===== config.mk =====
export PLATFORM = sky130hd
export DESIGN_NAME = data_store_buffer
export DESIGN_NICKNAME = d
export VERILOG_FILES = /design/src/rtl/data_store_buffer.sv
export SDC_FILE = /design/constraint.sdc
export NUM_CORES = 1
export LEC_CHECK = 0
export ABC_AREA = 1
export ABC_CLOCK_PERIOD_IN_PS = 11200
export BUFFER_PORTS_ARGS = -buffer_cell sky130_fd_sc_hd__buf_2
export CORE_MARGIN = 4
export CORE_UTILIZATION = 61
export CTS_CLUSTER_SIZE = 30
export DETAILED_ROUTE_END_ITERATION = 8
export MAX_ROUTING_LAYER = met4
export PLACE_DENSITY_LB_ADDON = 0.1
export SYNTH_ARGS = -nofsm -noshare
export SYNTH_HDL_FRONTEND = slang
export SYNTH_SLANG_ARGS = --single-unit

===== constraint.sdc =====
create_clock -name clock -period 11.2 [get_ports clock]
set_clock_uncertainty 0.15 [all_clocks]
set_input_delay 1.12 -clock clock [delete_from_list [all_inputs] [get_ports clock]]
set_output_delay 1.12 -clock clock [all_outputs]
set_load 0.02 [all_outputs]

===== src/rtl/data_store_buffer.sv =====
// Store buffer between a single-cycle core and a slow req/ack data memory.
// Optional STORE_FWD_EN macro enables forwarding of buffered stores to loads.
module data_store_buffer #(
    parameter int unsigned DEPTH  = 4,
    parameter int unsigned ADDR_W = 32,
    parameter int unsigned DATA_W = 32
) (
    input  logic                    clock,
    input  logic                    reset,
    input  logic [ADDR_W-1:0]       cpu_addr,
    input  logic [DATA_W-1:0]       cpu_wdata,
    input  logic                    cpu_wen,
    input  logic                    cpu_ren,
    output logic [DATA_W-1:0]       cpu_rdata,
    output logic                    cpu_stall,
    output logic                    mem_req,
    output logic                    mem_we,
    output logic [ADDR_W-1:0]       mem_addr,
    output logic [DATA_W-1:0]       mem_wdata,
    input  logic [DATA_W-1:0]       mem_rdata,
    input  logic                    mem_ack,
    output logic [$clog2(DEPTH):0]  buf_count
);
    localparam int unsigned PTR_W = $clog2(DEPTH);
    localparam int unsigned CNT_W = PTR_W + 1;

    typedef enum logic [1:0] {IDLE, WRITE, READ} state_t;
    state_t state;

    logic [ADDR_W-1:0] addr_q [DEPTH];
    logic [DATA_W-1:0] data_q [DEPTH];
    logic [PTR_W-1:0]  head;
    logic [PTR_W-1:0]  tail;
    logic [CNT_W-1:0]  count;

    logic              drain_ack;
    logic              read_ack;
    logic              full;
    logic              store_stall;
    logic              enq;
    logic              load_miss;
    logic              load_stall;
    logic              hit;
    logic [DATA_W-1:0] hit_data;

    assign drain_ack   = (state == WRITE) && mem_ack;
    assign read_ack    = (state == READ) && mem_ack;
    assign full        = (count == CNT_W'(DEPTH));
    // A slot freed by this cycle's drain ack is immediately reusable.
    assign store_stall = cpu_wen && full && !drain_ack;
    assign enq         = cpu_wen && !store_stall;
    assign load_miss   = cpu_ren && !cpu_wen && !hit;
    assign load_stall  = load_miss && !read_ack;
    assign buf_count   = count;

`ifdef STORE_FWD_EN
    logic [PTR_W-1:0] fwd_idx;

    // Scan oldest to youngest so the youngest matching entry wins.
    always_comb begin
        hit      = 1'b0;
        hit_data = '0;
        fwd_idx  = head;
        for (int unsigned i = 0; i < DEPTH; i++) begin
            fwd_idx = head + PTR_W'(i);
            if ((CNT_W'(i) < count) &&
                (addr_q[fwd_idx][ADDR_W-1:2] == cpu_addr[ADDR_W-1:2])) begin
                hit      = 1'b1;
                hit_data = data_q[fwd_idx];
            end
        end
    end
`else
    assign hit      = 1'b0;
    assign hit_data = '0;
`endif

    always_comb begin
        cpu_stall = 1'b0;
        cpu_rdata = '0;
        if (!reset) begin
            cpu_stall = store_stall || load_stall;
            if (read_ack) begin
                cpu_rdata = mem_rdata;
            end else if (cpu_ren && hit) begin
                cpu_rdata = hit_data;
            end
        end
    end

    // Entry storage needs no reset; validity is tracked by the pointers.
    always_ff @(posedge clock) begin
        if (enq) begin
            addr_q[tail] <= cpu_addr;
            data_q[tail] <= cpu_wdata;
        end
    end

    always_ff @(posedge clock or posedge reset) begin
        if (reset) begin
            head      <= '0;
            tail      <= '0;
            count     <= '0;
            state     <= IDLE;
            mem_req   <= 1'b0;
            mem_we    <= 1'b0;
            mem_addr  <= '0;
            mem_wdata <= '0;
        end else begin
            if (enq) begin
                tail <= tail + PTR_W'(1);
            end
            if (drain_ack) begin
                head <= head + PTR_W'(1);
            end
            if (enq && !drain_ack) begin
                count <= count + CNT_W'(1);
            end else if (!enq && drain_ack) begin
                count <= count - CNT_W'(1);
            end

            // Buffered stores always go first so a read sees every older store.
            case (state)
                IDLE: begin
                    if (count != '0) begin
                        mem_req   <= 1'b1;
                        mem_we    <= 1'b1;
                        mem_addr  <= addr_q[head];
                        mem_wdata <= data_q[head];
                        state     <= WRITE;
                    end else if (load_miss) begin
                        mem_req  <= 1'b1;
                        mem_we   <= 1'b0;
                        mem_addr <= cpu_addr;
                        state    <= READ;
                    end
                end
                WRITE: begin
                    if (mem_ack) begin
                        mem_req <= 1'b0;
                        mem_we  <= 1'b0;
                        state   <= IDLE;
                    end
                end
                READ: begin
                    if (mem_ack) begin
                        mem_req <= 1'b0;
                        state   <= IDLE;
                    end
                end
                default: state <= IDLE;
            endcase
        end
    end
endmodule


==> flow_metrics.py, run 1 <==
metrics = {
    "run_status": {
        "status": "finished clean",
    },
    "synthesis": {
        "yosys.area.top_type": "edfxtp_1",
        "async_flop_share_pct": 22.7,
        "synthDistinctLibCells": 27,
        "yosysTopAreaCellShare_pct": 56.2,
        "yosysWarnings": 0,
        "synth_nets": 1384,
        "synth.avg_cell_area_sq_um": 10.7,
        "synth-seq-area-share_pct": 69.9,
        "synth_area_leaders": "edfxtp_1 (56%), dfrtp_1 (14%), nand2_1 (10%)",
        "synthXorXnorAreaFrac_pct": 0.256,
        "synth_compound_area_share_pct": 3.73,
        "synth_top_family_by_area": "simple AND/OR/NAND/NOR gates",
        "ys_ff_latch": 331,
        "yosys.area_share.simple_pct": 20.0,
        "synth_cells": 1273,
        "synth_edf_count": 256,
        "synthAdderAreaFrac_pct": 0.969,
        "synth-main-ff-cell": "edfxtp_1",
        "synth_mux_area_share_pct": 0.0823,
        "synth_area_sq_um": 13700,
    },
    "global_route": {
        "grt_use_met1_pct": 31.5,
        "grt_start_max_net_pins": 111,
        "gr-total-overflow": 0,
        "grtUsageMet2_pct": 39.6,
        "grt_first_pass_wirelength_microns": 45400,
        "antenna_found_initial": 6,
        "grt_use_met3_pct": 5.22,
        "grt.busiest_layer": "met2",
        "grt_pass1_vias": 8788,
        "grt_use_total_pct": 24.0,
    },
    "pwr": {
        "power.share.combinational_pct": 35.1,
        "max-vdd-ir-drop_uv": 173,
        "p_sw_mw": 1.74,
        "power_leakage_nw": 7.04,
        "power.density_nw_per_um2": 288,
        "internal_power_mw": 2.85,
        "p_sw_share_pct": 37.8,
        "p_clk_share_pct": 24.5,
        "seq_power_share_pct": 40.4,
    },
    "sta": {
        "max_freq_mhz": 203,
        "worst_slew_pin_slew_ns": 1.08,
        "rsz0062_at_grt": "false",
        "slew_violations": 0,
        "relSlewSlack_pct": 28.1,
        "finalHoldViolCount": 0,
        "fin_crit_sh_pct": 44.0,
        "fin_setup_tns_ns": 0,
        "fin_hold_ws_ns": 0.317,
        "finalCriticalPeriod_ns": 4.93,
        "finalSetupViolCount": 0,
    },
    "setup_path": {
        "cp_cell_sequence": "buf_2 > clkinv_2 > buf_4 > nand3_1 > nor2_1 > buf_2",
        "r2r_slack_ns": 7.86,
        "crit_start": "reset",
        "r2r_start": "state[1]$_DFFE_PP0P_",
        "cp-start-kind": "input pin",
        "slowest_delay_ns": 1.04,
        "cp_common_cell": "buf_2",
        "cp_max_fo": 76,
        "cp.arrival_ns": 3.66,
        "crit_path_end_kind": "output port",
        "path_class": "in2out",
        "critPathSlowestCell": "nand3_1",
        "cp.required_ns": 9.93,
    },
    "clock_network": {
        "cts-resized-gates": 0,
        "cts.hold.buffers_added": 0,
        "clk_latency_ns": 0.50,
        "post_cts_buffers": 0,
        "cts_made_buffers": 34,
        "cts_tree": "built",
        "cts_max_path_buffers": 3,
        "clk_pin_slew_ns": 0.06,
        "clock_sinks": 331,
        "clockRootBuffer": "clkbuf_16",
        "htreeDepth": 2,
    },
    "cells_and_area": {
        "fillers": 1523,
        "post-route-util_pct": 72.6,
        "drive_above_1_share_pct": 18.9,
        "nets": 1568,
        "area.growth.synth_to_final_pct": 16.5,
    },
    "hold_path": {
        "hold_start": "mem_req$_DFFE_PP0P_",
        "min_path_type": "reg2reg",
    },
    "detailed_routing": {
        "drtAntennaViolNets": 0,
        "viasPerCell": 5.18,
        "num_vias": 9159,
        "drt_iter0_markers": 621,
        "drt-total-wl_microns": 29000,
        "drt_first_pass_iters": 5,
        "wire_per_inst_microns": 16.4,
        "drc_errors": 0,
    },
    "die": {
        "fp.dieW_microns": 158,
        "die_area_sq_um": 24900,
        "die_h_microns": 158,
        "core_sq_um": 22000,
        "rows": 54,
        "start_util_pct": 62.3,
        "ios": 203,
    },
    "placement": {
        "portBuffers": 202,
        "place_congestion": 0.771,
        "post-dp-hpwl_microns": 16300,
    },
    "run": {
        "drv_cap": 0,
    },
}
==> final cells by class <==
| class | count | area [sq um] | share of cell area (%) |
|---|---|---|---|
| clock buffers | 46 | 980 | 6.15 |
| flip-flops and latches | 331 | 9570 | 60.1 |
| repair buffers | 212 | 1090 | 6.82 |
| clock inverters | 16 | 155 | 0.974 |
| diodes | 6 | 15.0 | 0.0942 |
| well taps | 280 | 350 | 2.20 |
| inverters | 84 | 319 | 2.00 |
| multi-input cells | 794 | 3460 | 21.7 |
==> critical path: cells and delay by family <==
kind                   cells  cell delay [ns]
buffers and inverters      4             1.16
and+or+nand+nor            2             1.36
==> flip-flops by register name, summed over array words and instances (netlist names) <==
signal,count
addr_q,128
data_q,128
mem_addr,32
mem_wdata,32
buf_count,3
head,2
state,2
tail,2
mem_req,1
mem_we,1
==> layer usage <==
| metal | vias to the layer above | wire length, microns | part of all wire, % |
|---|---|---|---|
| met5 | - | 0 | 0 |
| met4 | 0 | 394 | 1.4 |
| met3 | 39 | 2180 | 7.5 |
| met2 | 273 | 14000 | 48 |
| met1 | 4313 | 12400 | 43 |
| li1 | 4534 | - | - |
==> cell usage in the layout, fill, tap and decap left out, types with 2 or more instances in the layout <==
| cell | netlist | layout |
|---|---|---|
| a21oi_1 | 2 | 2 |
| buf_2 | 30 | 202 |
| buf_4 | 8 | 10 |
| bufinv_16 | 0 | 3 |
| clkbuf_1 | 17 | 7 |
| clkbuf_16 | 0 | 37 |
| clkbuf_8 | 0 | 2 |
| clkinv_1 | 0 | 4 |
| clkinv_2 | 0 | 8 |
| clkinvlp_4 | 0 | 2 |
| dfrtp_1 | 75 | 73 |
| dfrtp_4 | 0 | 2 |
| diode_2 | 0 | 6 |
| edfxtp_1 | 256 | 256 |
| ha_1 | 9 | 9 |
| inv_1 | 81 | 80 |
| inv_2 | 2 | 2 |
| nand2_1 | 370 | 369 |
| nand2_2 | 1 | 2 |
| nand3_1 | 68 | 68 |
| nand4_1 | 3 | 3 |
| nor2_1 | 199 | 195 |
| nor2_4 | 2 | 6 |
| o21ai_0 | 46 | 46 |
| o21ai_1 | 54 | 54 |
| or2_0 | 30 | 30 |
| or2_1 | 2 | 2 |
| xor2_1 | 3 | 3 |
==> cells by family (layout without fill, tap and decap cells) <==
family | after synthesis | in the layout
AOI/OAI and AO/OA | 102 | 102
xor gates and xnor gates | 4 | 4
adders and majority gates | 10 | 10
buffers and inverters | 148 | 358
DFF | 331 | 331
muxes | 1 | 1
other | 0 | 6
and+or+nand+nor | 677 | 677
==> through the flow <==
step	setup slack (ns)	std cells	power (mW)	area (sq um)
finish	6.27	1769	4.59	15900
global route	5.84	1769	4.93	15900
CTS	6.13	1763	4.64	15900
detailed placement	6.13	1701	3.50	14800
global placement	6.30	1701	3.46	14800
floorplan	6.24	1273	3.06	13700
==> path summary, 6_finish.rpt <==
path	end	depth (start not counted)
worst max register to register	data_q[2][1]$_DFFE_PP_	7
max in group asynchronous	head[1]$_DFFE_PP0P_	3
min in group asynchronous	mem_addr[19]$_DFFE_PP0P_	3
worst max-delay path	cpu_rdata[29]	6
worst min register to register	mem_req$_DFFE_PP0P_	2
worst min-delay path	mem_req$_DFFE_PP0P_	2
==> synth_stat cells (all sizes together) (2+ instances only) <==
cell,instances
nand2,371
edfxtp,256
nor2,202
o21ai,100
inv,84
dfrtp,75
nand3,68
buf,47
or2,33
clkbuf,17
ha,9
nand4,3
xor2,3
a21oi,2
==> power groups by stage <==
stage	clock, mW	combinational, mW	sequential [mW]
2_1_floorplan	0	1.09	1.97
3_3_place_gp	0	1.59	1.87
3_5_place_dp	0	1.63	1.88
4_1_cts	1.14	1.64	1.86
5_1_grt	1.21	1.84	1.89
6_report	1.12	1.61	1.85
No activity file was read; power rests on OpenSTA's default activity.
==> run 2, diff against run 1 <==
--- a/config.mk
+++ b/config.mk
@@ -6,10 +6,10 @@
 export NUM_CORES = 1
 export LEC_CHECK = 0
 export ABC_AREA = 1
-export ABC_CLOCK_PERIOD_IN_PS = 11200
+export ABC_CLOCK_PERIOD_IN_PS = 4900
 export BUFFER_PORTS_ARGS = -buffer_cell sky130_fd_sc_hd__buf_2
 export CORE_MARGIN = 4
-export CORE_UTILIZATION = 61
+export CORE_UTILIZATION = 57
 export CTS_CLUSTER_SIZE = 30
 export DETAILED_ROUTE_END_ITERATION = 8
 export MAX_ROUTING_LAYER = met4
==> constraint.sdc (replaced) <==
create_clock -name clock -period 4.9 [get_ports clock]
set_clock_uncertainty 0.15 [all_clocks]
set_input_delay 0.49 -clock clock [delete_from_list [all_inputs] [get_ports clock]]
set_output_delay 0.49 -clock clock [all_outputs]
set_load 0.02 [all_outputs]
==> run 2 against run 1 <==
Net effect: final cell count increased by 2.1%; sequential share of layout area decreased by 0.23 points; first-iteration DRC count increased by 14%; global-route usage decreased by 1.4 points; non-clock buffer count decreased by 1; critical endpoint is now cpu_rdata[10]; largest power group unchanged.
==> flow_metrics.py, run 2 (synthesis gave the netlist of run 1 again) <==
metrics = {
    "detailed_routing": {
        "viasPerCell": 5.06,
        "drt-total-wl_microns": 28600,
        "num_vias": 9141,
        "drt_iter0_markers": 707,
        "drtAntennaViolNets": 0,
        "wire_per_inst_microns": 15.9,
        "drc_errors": 0,
        "drt_first_pass_iters": 5,
    },
    "placement": {
        "portBuffers": 202,
        "pre_cts_ws_ns": 1.96,
        "dpl_cell_area_sq_um": 14900,
        "post-dp-hpwl_microns": 16600,
        "dp.cells": 1739,
        "place_congestion": 0.796,
    },
    "cells_and_area": {
        "nets": 1568,
        "stdcell_count": 1806,
        "design_area_sq_um": 16000,
        "area.growth.synth_to_final_pct": 16.9,
        "final_cell_mix": "nand2_1 (369), edfxtp_1 (256), buf_2 (202)",
        "final_common_cell": "nand2_1",
        "drive_above_1_share_pct": 18.7,
        "post-route-util_pct": 67.9,
        "top_regs": "addr_q (128), data_q (128)",
    },
    "sta": {
        "relSlewSlack_pct": 25.7,
        "fin_crit_sh_pct": 64.5,
        "fin_setup_tns_ns": 0,
        "finalWorstSetupSlack_ns": 1.74,
        "rsz0062_at_grt": "false",
        "finalCriticalPeriod_ns": 3.16,
        "fin_hold_ws_ns": 0.0581,
        "worst_slew_pin_slew_ns": 1.11,
        "finalHoldViolCount": 0,
        "finalSetupViolCount": 0,
        "slew_violations": 0,
        "max_freq_mhz": 317,
    },
    "clock_network": {
        "clk_pin_slew_ns": 0.06,
        "cts.hold.buffers_added": 0,
        "htreeDepth": 2,
        "post_cts_buffers": 0,
        "cts_made_buffers": 35,
        "cts_max_path_buffers": 3,
        "cts_tree": "built",
        "clockRootBuffer": "clkbuf_16",
        "clock_sinks": 331,
        "clk_latency_ns": 0.50,
        "cts-resized-gates": 0,
    },
    "pwr": {
        "power_leakage_nw": 7.05,
        "max-vdd-ir-drop_uv": 420,
        "totalPowerFinal_mw": 10.5,
        "power.density_nw_per_um2": 654,
    },
    "global_route": {
        "grt_first_pass_wirelength_microns": 46100,
        "antenna_found_initial": 4,
        "gr-total-overflow": 0,
        "grt_use_total_pct": 22.5,
        "grt_start_max_net_pins": 102,
        "grt_pass1_vias": 9078,
    },
    "die": {
        "die_area_sq_um": 26500,
        "die_h_microns": 163,
        "fp.dieW_microns": 163,
        "core_sq_um": 23500,
        "start_util_pct": 58.1,
        "ios": 203,
        "rows": 56,
    },
    "run_status": {
        "status": "finished clean",
    },
    "setup_path": {
        "cp_max_fo": 32,
        "cp-start-kind": "flop",
        "path_class": "reg2out",
        "crit_path_end_kind": "output port",
        "cp.required_ns": 4.26,
        "cp.arrival_ns": 2.52,
    },
    "run": {
        "drv_cap": 0,
    },
    "hold_path": {
        "min_path_type": "in2reg",
    },
}
run 2: cell count changes in the layout (fill, tap and decap cells not counted):
cell / change
clkinv_2: +1
buf_12: +3
buf_4: -4
clkinv_1: -1
clkbuf_1: +4
diode_2: -2
clkinvlp_4: -2
clkbuf_8: -1
run 2: critical path, stage by stage (launching register included):
cell and delay [ns]:
dfrtp_1 0.41, inv_1 0.10, ha_1 0.19, nand3_1 0.75, nor2_1 0.35, buf_2 0.22
run 2: final cells by class:
cell class	count	area, sq um
multi-input cells	794	3460
clock buffers	49	981
diodes	4	10.0
inverters	84	319
flip-flops and latches	331	9570
clock inverters	14	141
repair buffers	211	1120
fillers	1772	7550
well taps	319	399
run 2: worst paths after layout:
kind                                      startpoint                        to  slack, ns  cells past startpoint
worst max-delay path            state[0]$_DFFE_PP0P_             cpu_rdata[10]       1.74                      5
worst min-delay path                   cpu_wdata[14]   data_q[3][14]$_DFFE_PP_       0.06                      1
worst max register to register  state[1]$_DFFE_PP0P_    data_q[3][1]$_DFFE_PP_       1.96                      7
worst min register to register   mem_req$_DFFE_PP0P_       mem_req$_DFFE_PP0P_       0.32                      2
max in group asynchronous                      reset       head[0]$_DFFE_PP0P_       3.65                      3
min in group asynchronous                      reset  buf_count[2]$_DFFE_PP0P_       0.20                      3
run 2: where the power goes:
group	leakage [nW]	switching (mW)	internal (mW)
Combinational	3.24	2.49	1.13
Clock	0.555	0.992	1.56
Sequential	3.26	0.460	3.84
run 2: metal layers:
layer | GRT usage (%) | part of all wire [%] | vias to the layer above
met5 | - | 0 | -
met2 | 37.8 | 50 | 273
met3 | 4.18 | 7.1 | 30
met1 | 29.0 | 42 | 4309
met4 | 5.22 | 1.4 | 0
li1 | - | - | 4529
